--- config.mk ---
export PLATFORM = sky130hd
export DESIGN_NAME = axi4l2core
export DESIGN_NICKNAME = d
export VERILOG_FILES = /design/src/rtl/axi4l2core.sv
export SDC_FILE = /design/constraint.sdc
export NUM_CORES = 1
export LEC_CHECK = 0
export ABC_CLOCK_PERIOD_IN_PS = 2700
export CAP_MARGIN = 20
export CORE_MARGIN = 1.5
export CORE_UTILIZATION = 39
export CTS_CLUSTER_SIZE = 10
export DETAILED_ROUTE_END_ITERATION = 12
export GPL_ROUTABILITY_DRIVEN = 0
export PLACE_DENSITY = 0.81
export SETUP_SLACK_MARGIN = 0.3
export SKIP_CTS_REPAIR_TIMING = 1
export SLEW_MARGIN = 5
export SYNTH_ARGS = -nofsm -noshare
export SYNTH_HDL_FRONTEND = slang
export SYNTH_SLANG_ARGS = --single-unit
--- constraint.sdc ---
create_clock -name clk -period 2.7 [get_ports clk]
set_input_delay 0.405 -clock clk [delete_from_list [all_inputs] [get_ports clk]]
set_output_delay 0.405 -clock clk [all_outputs]
set_load 0.01 [all_outputs]
--- src/rtl/axi4l2core.sv ---
// AXI4-Lite subordinate replaying one transaction at a time on a req/gnt/rvalid port.
// AXI4L2CORE_RR_EN selects round-robin read/write arbitration (default: writes win).
module axi4l2core #(
  parameter int ADDR_WIDTH = 32
) (
  input  logic                  clk,
  input  logic                  rst_n,
  input  logic                  awvalid,
  output logic                  awready,
  input  logic [ADDR_WIDTH-1:0] awaddr,
  input  logic [2:0]            awprot,
  input  logic                  wvalid,
  output logic                  wready,
  input  logic [31:0]           wdata,
  input  logic [3:0]            wstrb,
  output logic                  bvalid,
  input  logic                  bready,
  output logic [1:0]            bresp,
  input  logic                  arvalid,
  output logic                  arready,
  input  logic [ADDR_WIDTH-1:0] araddr,
  input  logic [2:0]            arprot,
  output logic                  rvalid,
  input  logic                  rready,
  output logic [31:0]           rdata,
  output logic [1:0]            rresp,
  output logic                  mem_req,
  input  logic                  mem_gnt,
  output logic [ADDR_WIDTH-1:0] mem_addr,
  output logic                  mem_we,
  output logic [3:0]            mem_be,
  output logic [31:0]           mem_wdata,
  input  logic                  mem_rvalid,
  input  logic [31:0]           mem_rdata,
  input  logic                  mem_err
);

  typedef enum logic [1:0] {IDLE, REQ, WAIT, RESP} state_e;

  localparam logic [ADDR_WIDTH-1:0] AMASK = ~(ADDR_WIDTH'(3));

  state_e                state_q, state_d;
  logic [ADDR_WIDTH-1:0] addr_q, addr_d;
  logic [31:0]           wdata_q, wdata_d;
  logic [3:0]            be_q, be_d;
  logic                  we_q, we_d;
  logic                  aw_held_q, aw_held_d;
  logic                  w_held_q, w_held_d;
  logic [31:0]           rdata_q, rdata_d;
  logic                  err_q, err_d;
  logic                  prio;
  logic                  idle, grant_rd;
  logic                  ar_hs, aw_hs, w_hs, resp_hs;
  logic                  unused_prot;

  assign unused_prot = ^{awprot, arprot};

  // Readys are masked by rst_n so they read 0 throughout reset.
  assign idle     = (state_q == IDLE) && rst_n;
  assign grant_rd = arvalid && !aw_held_q && !w_held_q &&
                    (!(awvalid || wvalid) || prio);
  assign arready  = idle && grant_rd;
  assign awready  = idle && !aw_held_q && !grant_rd;
  assign wready   = idle && !w_held_q && !grant_rd;
  assign ar_hs    = arvalid && arready;
  assign aw_hs    = awvalid && awready;
  assign w_hs     = wvalid && wready;
  assign resp_hs  = we_q ? bready : rready;

  assign mem_req   = (state_q == REQ);
  assign mem_addr  = addr_q;
  assign mem_we    = we_q;
  assign mem_be    = be_q;
  assign mem_wdata = wdata_q;
  assign bvalid    = (state_q == RESP) && we_q;
  assign rvalid    = (state_q == RESP) && !we_q;
  assign bresp     = (bvalid && err_q) ? 2'b10 : 2'b00;
  assign rresp     = (rvalid && err_q) ? 2'b10 : 2'b00;
  assign rdata     = rdata_q;

`ifdef AXI4L2CORE_RR_EN
  logic prio_q, prio_d;
  assign prio = prio_q;

  always_comb begin
    prio_d = prio_q;
    if (state_q == RESP && resp_hs) prio_d = we_q;
  end

  always_ff @(posedge clk or negedge rst_n) begin
    if (!rst_n) prio_q <= 1'b0;
    else        prio_q <= prio_d;
  end
`else
  assign prio = 1'b0;
`endif

  always_comb begin
    state_d   = state_q;
    addr_d    = addr_q;
    wdata_d   = wdata_q;
    be_d      = be_q;
    we_d      = we_q;
    aw_held_d = aw_held_q;
    w_held_d  = w_held_q;
    rdata_d   = rdata_q;
    err_d     = err_q;
    unique case (state_q)
      IDLE: begin
        if (ar_hs) begin
          addr_d  = araddr & AMASK;
          be_d    = 4'hF;
          we_d    = 1'b0;
          state_d = REQ;
        end else begin
          if (aw_hs) begin
            addr_d    = awaddr & AMASK;
            aw_held_d = 1'b1;
          end
          if (w_hs) begin
            wdata_d  = wdata;
            be_d     = wstrb;
            w_held_d = 1'b1;
          end
          if ((aw_held_q || aw_hs) && (w_held_q || w_hs)) begin
            we_d    = 1'b1;
            state_d = REQ;
          end
        end
      end
      REQ: if (mem_gnt) state_d = WAIT;
      WAIT: begin
        if (mem_rvalid) begin
          rdata_d = we_q ? 32'h0 : mem_rdata;
          err_d   = mem_err;
          state_d = RESP;
        end
      end
      RESP: begin
        if (resp_hs) begin
          aw_held_d = 1'b0;
          w_held_d  = 1'b0;
          state_d   = IDLE;
        end
      end
      default: state_d = IDLE;
    endcase
  end

  always_ff @(posedge clk or negedge rst_n) begin
    if (!rst_n) begin
      state_q   <= IDLE;
      addr_q    <= '0;
      wdata_q   <= '0;
      be_q      <= '0;
      we_q      <= 1'b0;
      aw_held_q <= 1'b0;
      w_held_q  <= 1'b0;
      rdata_q   <= '0;
      err_q     <= 1'b0;
    end else begin
      state_q   <= state_d;
      addr_q    <= addr_d;
      wdata_q   <= wdata_d;
      be_q      <= be_d;
      we_q      <= we_d;
      aw_held_q <= aw_held_d;
      w_held_q  <= w_held_d;
      rdata_q   <= rdata_d;
      err_q     <= err_d;
    end
  end

endmodule

# After elaboration in Yosys (flattened, before gate mapping)

Index checks and enable logic that the tools add are counted.
W data, S select, Z words.

Register bits after elaboration: 106
Bits in latches: 0
Memory bits (writable): 0
Bits in read-only memories: 0
Input port bits: 148
Output and inout bits: 111
Logic and storage cells: 81
Memories: 0

Add/subtract/negate cells: 0
Multiply operators: 0
Div/mod/pow operators: 0
Magnitude comparators: 0
Equal/unequal tests: 10
Shift-type cells: 0
Multiplexer cells: 23
Bitwise operators: 1
Reduce and logical (&&, ||, !) cells: 38

Operator list:

| kind                 | count |
|---|---|
| $mux W32             | 3 |
| $logic_and A1 B1 Y1  | 17 |
| $mux W2              | 7 |
| $reduce_and A4 Y1    | 3 |
| $ne A2 B2 Y1 const B | 5 |
| $mux W1              | 8 |
| $mux W4              | 2 |
| $pmux W2 S4          | 1 |
| $reduce_and A2 Y1    | 4 |
| $reduce_bool A2 Y1   | 4 |
| $logic_not A1 Y1     | 5 |
| $eq A2 B2 Y1 const B | 2 |
| $pmux W1 S2          | 2 |
| $logic_or A1 B1 Y1   | 3 |
| $ne A3 B2 Y1 const B | 1 |
| $reduce_and A3 Y1    | 1 |
| $eq A2 B1 Y1 const B | 1 |
| $logic_not A2 Y1     | 1 |
| $ne A2 B1 Y1 const B | 1 |
| $not A1 Y1           | 1 |

# Longest topological paths before layout

Gate-level depths: netlist of run 1.

Depth in word-level cells: 12
Gate-level depth with buffers: 8
Mapped depth without buffers: 6

# Worst setup path after synthesis of run 1

Ideal clock, no wire load.

Path type: register to register
Start point: register state_q[0]
End point: register wdata_q[16] (netlist: mem_wdata[16])
Setup time: 0.125 ns
Data arrival time: 1.775 ns
Required time: 2.575 ns
Path slack: 0.801 ns
Stages on the path, launching flop included: 8
Path buffers: 3
Period minus slack after synthesis: 1.899 ns
Cell sequence: dfrtp_1 inv_1 ha_1 buf_6 nand4b_1 clkbuf_1 buf_2 mux2_2

Word-level cells in the longest chain between the ends: 6
Elaborated cells between the ends (all ways): 9
Those cells by class: bitwise (1); reduce/logical (8)

Ends and longest elaborated chain:

| element                                                  | line    | RTL |
|---|---|---|
| from (decl)                                              | 42      | `state_e state_q, state_d;` |
| from (signal assigned)                                   | 162     | `state_q <= state_d;` |
| $logic_not A2 Y1 *                                       | 59, 108 |  |
| $logic_and A1 B1 Y1                                      | 59      | `assign idle = (state_q == IDLE) && rst_n;` |
| $logic_and A1 B1 Y1 (on tied branches)                   | 64, 62  |  |
| $logic_and A1 B1 Y1 (on tied branches)                   | 64, 65  |  |
| $logic_and A1 B1 Y1 / $not A1 Y1 (equally long branches) | -       |  |
| $reduce_and A3 Y1 (no source line) *                     | -       |  |
| to (signal assigned)                                     | 164     | `wdata_q <= wdata_d;` |
| to (decl)                                                | 44      | `logic [31:0] wdata_q, wdata_d;` |

Every way passes the cells marked *; elsewhere a longest branch is shown, timed or not.
A chain may end at the register's enable or synchronous reset.

# Worst setup path after layout of run 1

Start point: input port arvalid
End point: output port wready

Word-level cells in the longest chain between the ends: 5

Ends and longest elaborated chain:

| element                           | line | RTL |
|---|---|---|
| from (decl)                       | 19   | `input logic arvalid,` |
| $logic_and A1 B1 Y1 (3 in series) | 60   | `assign grant_rd = arvalid && !aw_held_q && !w_held_q &&` |
| $logic_not A1 Y1                  | 64   | `assign wready = idle && !w_held_q && !grant_rd;` |
| $logic_and A1 B1 Y1               | 64   |  |
| to (decl)                         | 13   | `output logic wready,` |

No other way between the ends.

==> run_results.csv, run 1 <==
group,metric,value,unit
setup_path,rr_worst_depth,7,
grt,grtUsageTotal,20.25,%
sta,setup_ws,0.2160,ns
route,drt_iter0_drc,195,
sta,clock.fmax,402.6,MHz
sta,tns,0,ns
clocking,clkLatencyLatePin,0.34,ns
clocking,htree_levels,3,
clocking,clkSinkCount,104,
power,peakVddDrop,0.0005574,V
synth,synth_cells,408,
setup_path,startpoint_type,"input port",
route,drtPass1Iterations,4,
clocking,cts_tree,"yes",
sta,setup_viol,0,
setup_path,crit_top_cell,"clkdlybuf4s50_1",
synth,ys.warnings.count,0,
power,p_sw,2.434,mW
synth,synth_area_per_cell,11.27,um2
layout,syn_to_final_growth,62.77,%
layout,final_common_cell,"clkdlybuf4s50_1",
clocking,clock-root-buffer,"clkbuf_16",
power,power,7.495,mW
setup_path,reg2reg_setup_slack,0.67,ns
clocking,cts_inserted_buffers,9,
sta,grt_setup_unrepaired,"yes",
power,p_comb_share,46.0,%
setup_path,rr_startpoint,"w_held_q",
setup_path,arrival,2.08,ns
synth,postSynth.asyncResetShare,100.0,%
power,seqPwrFrac,36.3,%
route,postRouteWirelength,12390,um
sta,fin_crit_sh,92.00,%
sta,fin_skew,0.01046,ns
power,intPower,5.060,mW
setup_path,crit_fanout,2,
setup_path,cpMaxStageDelayCell,"clkdlybuf4s50_1",
floorplanning,die_width,111.6,um
floorplanning,die_y,111.6,um
setup_path,path_cells,"clkdlybuf4s50_1 -> or4b_4 -> nor2_4 -> nor3_1 -> clkdlybuf4s50_1",
synth,synth-main-ff-cell,"dfrtp_1",
setup_path,cp-end-kind,"output port",
layout,final_nets,801,
power,leakage,3.196,nW
route,post_drt_wl_per_cell,15.56,um
route,drc,0,
setup_path,crit_path_max_incr_delay,0.50,ns
layout,drive_above_1_share,11.18,%
grt,grt_max_degree,70,
synth,ys_types,33,
power,pwr-share-clk,17.7,%
setup_path,required,2.30,ns
place,place_ws,0.04439,ns
grt,grt_pass1_vias,4033,
layout,antennaDiodeCount,0,
synth,synth-seq-cells,104,
synth,seq_area_frac_synth,56.61,%
power,power_density,1002,mW/mm2
sta,fin_crit,2.484,ns
grt,antenna_found_initial,0,
layout,final_cell_count_no_fill,796,
sta,slew_violations,0,
layout,nFillCells,912,
route,ant_nets,0,
place,dpl.hpwl,9600,um
setup_path,cp_top_family,"buffers and inverters",
sta,final-hold-violation-count,0,
min_path,hold_path.class,"in -> async",
floorplanning,core,0.01147,mm2
route,via_per_inst,4.824,
grt,grt-ovfl-total,0,
place,portBuffers,244,
setup_path,crit_type,"in -> out",
floorplanning,die_area,0.01245,mm2
clocking,clkTransAtPathRegs,0.08,ns
sta,slew_headroom,42.96,%
route,routed-via-count,3840,
clocking,clock_path_buffers,2,
place,dp_cells,779,
setup_path,critPathBufInv,2,
floorplanning,start_util,40.09,%
synth,synth_edf_count,0,
grt,grt_pass1_wl,20220,um
sta,worst_pin_slew,0.8556,ns
synth,syn-cell-area,0.004597,mm2
outcome,outcome,"completed",
layout,final_cell_mix,"clkdlybuf4s50_1, dfrtp_1, nand2_1, o21ai_0, mux2i_1",
floorplanning,rows,39,
setup_path,r2r_end,"mem_addr[9]",
power,sw_frac_of_total,32.48,%
flow_run,cap_violations,0,
floorplanning,io_pins,259,
registers in the layout, summed over array words and instances, names as in the netlist:
| name | cells |
|---|---|
| aw_held_q | 1 |
| err_q | 1 |
| mem_addr | 30 |
| mem_be | 4 |
| mem_wdata | 32 |
| mem_we | 1 |
| rdata | 32 |
| state_q | 2 |
| w_held_q | 1 |
metal layers:
layer | track usage [%] | routed length, um
met4 | 6.667 | 209
met2 | 35.99 | 6471
met5 | 0 | 0
met1 | 23.90 | 4817
met3 | 5.226 | 887
cell usage after synthesis, types with 2 or more instances:
library cell / instances / area [um2]
nand2b_1: 33 / 206.5
buf_2: 3 / 15.01
a21oi_1: 4 / 20.02
buf_12: 3 / 60.06
buf_4: 4 / 30.03
nor3_1: 2 / 10.01
buf_6: 2 / 22.52
mux2i_1: 36 / 360.4
clkbuf_1: 17 / 63.81
o21ai_0: 38 / 190.2
inv_1: 6 / 22.52
nand3_1: 2 / 10.01
nand2_1: 69 / 259.0
ha_1: 5 / 62.56
dfrtp_1: 104 / 2603
mux2_2: 34 / 382.9
nor2_1: 4 / 15.01
o21ai_1: 27 / 135.1
through the flow:
step	utilization [%]	instance area, um2	hold WS (ns)
5_1_grt	65.25	7482	0.2042
6_report	65.25	7482	0.1692
3_5_place_dp	62.32	7147	0.3028
4_1_cts	65.00	7453	-0.06769
3_3_place_gp	62.32	7147	0.2984
2_1_floorplan	-	4608	0.1094
cell families after synthesis:
kind of cell             synth area share (%)
AO/OA/AOI/OAI                           8.247
adder cells (fa/ha/maj)                 1.361
buffers and inverters                   4.926
flip-flops                              56.61
multiplexers                            16.17
other                                 0.08158
AND/OR/NAND/NOR                         12.60
power by group through the flow:
stage               clock network (mW)  registers, mW  logic (mW)
floorplan                            0           3.01        1.16
global placement                     0           2.70        3.36
detailed placement                   0           2.75        3.46
CTS                               1.36           2.72        3.47
global route                      1.43           2.83        3.73
finish                            1.33           2.72        3.44
cell type report:
cell class | count | area (um2) | area share, %
well taps | 143 | 178.9 | 2.391
inverters | 7 | 31.28 | 0.4181
flip-flops and latches | 104 | 2604 | 34.80
clock inverters | 6 | 67.56 | 0.9030
multi-input cells | 270 | 1812 | 24.21
clock buffers | 10 | 239.0 | 3.194
repair buffers | 256 | 2550 | 34.08
worst register-to-register path: cells and delay by family, from the launching register on:
family,cells,cell delay [ns]
flip-flops,1,0.44
AO/OA/AOI/OAI,1,0.08
multiplexers,1,0.27
buffers and inverters,2,0.31
AND/OR/NAND/NOR,3,0.80
worst max path at each step:
| stage | startpoint | end | slack [ns] | cells past startpoint |
|---|---|---|---|---|
| final | arvalid | wready | 0.22 | 5 |
| after global placement | arvalid | arready | 0.08 | 6 |
| after global routing | state_q[1] | wready | 0.13 | 5 |
| after floorplan | state_q[0] | mem_wdata[16] | 0.80 | 7 |
| after CTS | state_q[0] | wready | 0.01 | 5 |
| after detailed placement | arvalid | arready | 0.04 | 6 |
Power figures use the tool's default switching activity.
==> inputs of run 2 (changes only) <==
ABC_CLOCK_PERIOD_IN_PS = 2600   (was 2700)
TNS_END_PERCENT = 50   (was default)
clock period = 2.6 ns   (was 2.7 ns; I/O delays follow)
==> run 2 against run 1 <==
Compared with the run above: die area did not move; critical path type unchanged; total power rose by 2.6%; non-clock buffer count rose by 1; core utilization rose by 0.16 points; wire length fell by 0.36%; worst hold slack got worse by 0.020 ns; register-to-register slack got worse by 0.17 ns.
==> run_results.csv, run 2 (synthesis results as in run 1) <==
group,metric,value,unit
grt,grt_pass1_vias,3969,
sta,tns,0,ns
power,leakage,3.209,nW
route,routed-via-count,3855,
clocking,clkLatencyLatePin,0.34,ns
route,via_per_inst,4.837,
setup_path,path_cells,"clkdlybuf4s50_1 -> or4b_4 -> nor2_4 -> nor3_1 -> clkdlybuf4s50_1",
route,drtPass1Iterations,5,
clocking,clock-root-buffer,"clkbuf_16",
sta,final-hold-violation-count,0,
sta,fin_crit,2.443,ns
setup_path,required,2.21,ns
route,drc,0,
power,power_density,1026,mW/mm2
route,postRouteWirelength,12340,um
sta,clock.fmax,409.3,MHz
sta,slew_headroom,39.15,%
clocking,cts_inserted_buffers,9,
grt,grtUsageTotal,19.90,%
setup_path,cp-end-kind,"output port",
place,dpl_cell_area,0.007192,mm2
layout,final_cell_count_no_fill,797,
setup_path,crit_type,"in -> out",
layout,syn_to_final_growth,63.17,%
power,peakVddDrop,0.0005691,V
setup_path,startpoint_type,"input port",
layout,final_common_cell,"clkdlybuf4s50_1",
setup_path,critPathBufInv,2,
setup_path,arrival,2.05,ns
sta,worst_pin_slew,0.9128,ns
floorplanning,start_util,40.09,%
place,portBuffers,244,
layout,antennaDiodeCount,0,
setup_path,cpMaxStageDelayCell,"clkdlybuf4s50_1",
layout,finish.instance_area,0.007501,mm2
flow_run,cap_violations,0,
outcome,outcome,"completed",
sta,slew_violations,0,
layout,final_nets,802,
floorplanning,rows,39,
sta,fin_crit_sh,93.98,%
sta,whs,0.1496,ns
setup_path,cp_top_family,"buffers and inverters",
setup_path,crit_top_cell,"clkdlybuf4s50_1",
min_path,hold_path.class,"in -> async",
floorplanning,die_y,111.6,um
clocking,cts_tree,"yes",
clocking,clkTransAtPathRegs,0.07,ns
floorplanning,die_area,0.01245,mm2
sta,fin_skew,0.01025,ns
layout,final_cell_mix,"clkdlybuf4s50_1, dfrtp_1, nand2_1, o21ai_0, mux2i_1",
layout,nFillCells,929,
setup_path,crit_fanout,2,
clocking,clock_path_buffers,2,
place,dp_cells,780,
place,dpl.hpwl,9507,um
route,drt_iter0_drc,165,
floorplanning,io_pins,259,
grt,grt_max_degree,73,
sta,setup_viol,0,
floorplanning,core,0.01147,mm2
grt,grt-ovfl-total,0,
sta,grt_setup_unrepaired,"yes",
floorplanning,die_width,111.6,um
grt,antenna_found_initial,0,
layout,drive_above_1_share,11.16,%
route,ant_nets,0,
clocking,htree_levels,3,
grt,grt_pass1_wl,19940,um
clocking,clkSinkCount,104,
setup_path,crit_path_max_incr_delay,0.49,ns
route,post_drt_wl_per_cell,15.48,um
## run 2: worst reg2reg max path: stages, from the launching register on
cell     delay [ns]
dfrtp_1        0.42
or4b_4         0.57
nor2_4         0.15
nand3_4        0.11
inv_6          0.06
buf_4          0.11
buf_12         0.22
mux2i_1        0.27
o21ai_1        0.07
## run 2: area by class of cell
| cell class | instances | area (um2) | area share, % |
|---|---|---|---|
| well taps | 143 | 178.9 | 2.385 |
| repair buffers | 257 | 2595 | 34.60 |
| flip-flops and latches | 104 | 2604 | 34.71 |
| clock inverters | 7 | 55.05 | 0.7339 |
| inverters | 7 | 31.28 | 0.4170 |
| multi-input cells | 270 | 1812 | 24.15 |
| clock buffers | 9 | 225.2 | 3.003 |
## run 2: path summary, 6_finish.rpt
| check | endpoint | cells after the start | startpoint | slack, ns |
|---|---|---|---|---|
| max in group asynchronous | mem_we | 3 | rst_n | 1.26 |
| worst max register to register | mem_addr[26] | 8 | aw_held_q | 0.50 |
| min in group clk | aw_held_q | 3 | rst_n | 0.42 |
| worst min register to register | mem_addr[31] | 2 | mem_addr[31] | 0.48 |
| worst max-delay path | wready | 5 | arvalid | 0.16 |
| worst min-delay path | mem_addr[5] | 2 | rst_n | 0.15 |
## run 2: power breakdown
| part | switching [mW] | internal [mW] |
|---|---|---|
| combinational | 1.47 | 2.13 |
| sequential | 0.444 | 2.38 |
| clock | 0.617 | 0.659 |
| total | 2.53 | 5.16 |
## run 2: per-layer routing
metal  vias up  track usage, %  part of all wire, %
met3        23           5.553                  7.7
met4         0           7.511                  2.6
met2       169           35.30                   50
li1       1847               -                    -
met1      1816           22.91                   39
met5         -               0                    0
## run 2: through the flow
step | total power, mW | worst slack (ns) | utilization [%]
global route | 8.185 | 0.04661 | 65.41
CTS | 7.762 | 0.01552 | 65.16
global placement | 6.328 | 0.03346 | 62.72
floorplan | 4.324 | 0.7007 | -
detailed placement | 6.473 | 0.02049 | 62.72
finish | 7.693 | 0.1567 | 65.41
==> inputs of run 3 (changes only) <==
ABC_AREA = 1   (was default)
CORE_UTILIZATION = 38   (was 39)
PLACE_DENSITY = 0.8   (was 0.81)
==> run 3 against run 2 <==
Compared with the run above: core utilization is 1.6 points lower; register-to-register slack better by 0.08 ns; wire length up 12%; sequential cell count is the same; clock power hardly changed; combinational power fell by 6.1%; non-clock buffer count decreased by 6; setup slack improved by 0.053 ns; design area is 2.4% lower; total power fell by 3.7%; critical path depth increased by 2; sequential share of layout area grew 0.83 points; largest power group unchanged; highest routed layer unchanged.
==> run_results.csv, run 3 <==
group,metric,value,unit
synth,synth_area_leaders,"dfrtp_1, nand2_1, a31oi_1, o21ai_0, nor2_1",
setup_path,reg2reg_setup_slack,0.58,ns
clocking,clkSinkCount,104,
setup_path,startpoint_type,"flip-flop",
floorplanning,rows,39,
clocking,cts_tree,"yes",
synth,synthDominantCellAreaShare,57.97,%
sta,slew_headroom,37.08,%
synth,synth_edf_count,0,
place,portBuffers,244,
grt,grtUsageTotal,22.45,%
synth,synth-main-ff-cell,"dfrtp_1",
sta,tns,0,ns
layout,final_nets,916,
outcome,outcome,"completed",
floorplanning,die_y,111.7,um
floorplanning,core,0.01147,mm2
sta,grt_setup_unrepaired,"yes",
setup_path,required,2.21,ns
clocking,htree_levels,3,
setup_path,cpMaxStageDelayCell,"clkdlybuf4s50_1",
route,postRouteWirelength,13850,um
power,leakage,3.314,nW
route,post_drt_wl_per_cell,15.20,um
synth,synth-seq-cells,104,
synth,synth_area_per_cell,8.454,um2
power,power_density,1011,mW/mm2
layout,final_common_cell,"nand2_1",
floorplanning,die_width,111.7,um
layout,drive_above_1_share,4.557,%
grt,grt_pass1_vias,4564,
sta,setup_viol,0,
synth,synth_commonest_cells,"nand2_1, dfrtp_1, nor2_1",
sta,clock.fmax,418.3,MHz
setup_path,path_cells,"inv_1 -> ha_4 -> nand2_2 -> nor2_2 -> nand2_1 -> inv_1 -> clkdlybuf4s50_1",
grt,grt_pass1_wl,22360,um
sta,final-hold-violation-count,0,
synth,ys.warnings.count,0,
grt,grt-ovfl-total,0,
clocking,clock-root-buffer,"clkbuf_16",
power,peakVddDrop,0.0006136,V
floorplanning,die_area,0.01247,mm2
setup_path,crit_fanout,4,
route,ant_nets,0,
power,power,7.406,mW
route,routed-via-count,4437,
synth,yosysMostFrequentCell,"nand2_1",
layout,final_cell_mix,"nand2_1, clkdlybuf4s50_1, dfrtp_1, nor2_1, o21ai_0",
clocking,clock_path_buffers,2,
setup_path,crit_path_max_incr_delay,0.54,ns
route,via_per_inst,4.870,
sta,fin_crit,2.391,ns
flow_run,cap_violations,0,
floorplanning,io_pins,259,
synth,postSynth.asyncResetShare,100.0,%
sta,fin_skew,0.005606,ns
clocking,clkTransAtPathRegs,0.06,ns
clocking,cts_inserted_buffers,9,
setup_path,crit_type,"reg -> out",
place,dpl.hpwl,10310,um
setup_path,crit_top_cell,"inv_1",
layout,final_cell_count_no_fill,911,
grt,grt_max_degree,74,
sta,slew_violations,0,
sta,whs,0.09386,ns
layout,antennaDiodeCount,0,
place,dpl_cell_area,0.007013,mm2
route,drt_iter0_drc,208,
floorplanning,start_util,39.15,%
route,drc,0,
layout,finish.instance_area,0.007322,mm2
sta,worst_pin_slew,0.9428,ns
place,dp_cells,895,
grt,antenna_found_initial,0,
synth,ys_types,25,
clocking,clkLatencyLatePin,0.34,ns
layout,syn_to_final_growth,63.10,%
min_path,hold_path.class,"in -> async",
sta,fin_crit_sh,91.95,%
synth,seq_area_frac_synth,57.97,%
synth,synth_cells,531,
setup_path,arrival,2.00,ns
synth,syn-cell-area,0.004489,mm2
setup_path,cp-end-kind,"output port",
synth,yosysTopAreaCell,"dfrtp_1",
route,drtPass1Iterations,4,
[run 3: changes by cell type in the layout (fill, tap and decap cells not counted), moves of 10 or more]
cell      delta
mux2i_1     -36
a31oi_1     +29
mux2_2      -34
nor2_1      +33
inv_1       +10
o21ai_1     -26
nand2_1    +175
nand2b_1    -33
[run 3: path summary, 6_finish.rpt]
kind                                      end           from  depth (start not counted)
worst max-delay path                   wready     state_q[0]                          7
worst min-delay path             mem_addr[26]          rst_n                          2
worst max register to register    mem_addr[2]     state_q[0]                          8
worst min register to register  mem_wdata[21]  mem_wdata[21]                          2
max in group asynchronous           rdata[12]          rst_n                          3
min in group clk                mem_wdata[21]  mem_wdata[21]                          2
[run 3: through the flow]
| stage | util, % | setup WS (ns) |
|---|---|---|
| 6_report | 63.85 | 0.2094 |
| 3_5_place_dp | 61.16 | 0.3097 |
| 5_1_grt | 63.85 | 0.1176 |
| 3_3_place_gp | 61.16 | 0.3302 |
| 2_1_floorplan | - | 0.9879 |
| 4_1_cts | 63.66 | 0.07354 |
[run 3: report_power, final]
group	switching [mW]	total (mW)	internal, mW	leakage (nW)
clock network	0.562	1.29	0.728	0.139
registers	0.412	2.73	2.32	1.30
logic	1.55	3.38	1.83	1.88
total	2.53	7.41	4.88	3.31
[run 3: per-layer routing]
metal / wire length, um / GRT usage (%) / vias up
met1: 5456 / 25.91 / 2071
met2: 6973 / 39.11 / 203
met3: 957 / 5.770 / 35
li1: - / - / 2128
met4: 461 / 10.30 / 0
met5: 0 / 0 / -
[run 3: worst max-delay path, delay by kind of cell (launching register included)]
kind | cells | cell delay, ns
adder cells (fa/ha/maj) | 1 | 0.18
buffers and inverters | 3 | 0.77
flip-flops | 1 | 0.42
AND/OR/NAND/NOR | 3 | 0.29
[run 3: logic make-up after synthesis]
| group | after synthesis | share of synthesized area, % |
|---|---|---|
| compound gates | 70 | 8.695 |
| fa+ha+maj | 5 | 1.394 |
| buf+inv | 51 | 5.435 |
| flops | 104 | 57.97 |
| other cells | 1 | 0.08353 |
| simple gates | 300 | 26.42 |
[run 3: area by class of cell]
cell class	count	area, um2
clock inverter	2	12.51
inverter	18	70.07
timing repair buffer	251	2510
fill	933	4145
clock buffer	14	274.0
tap	143	178.9
sequential	104	2603
multi-input combinational	379	1674
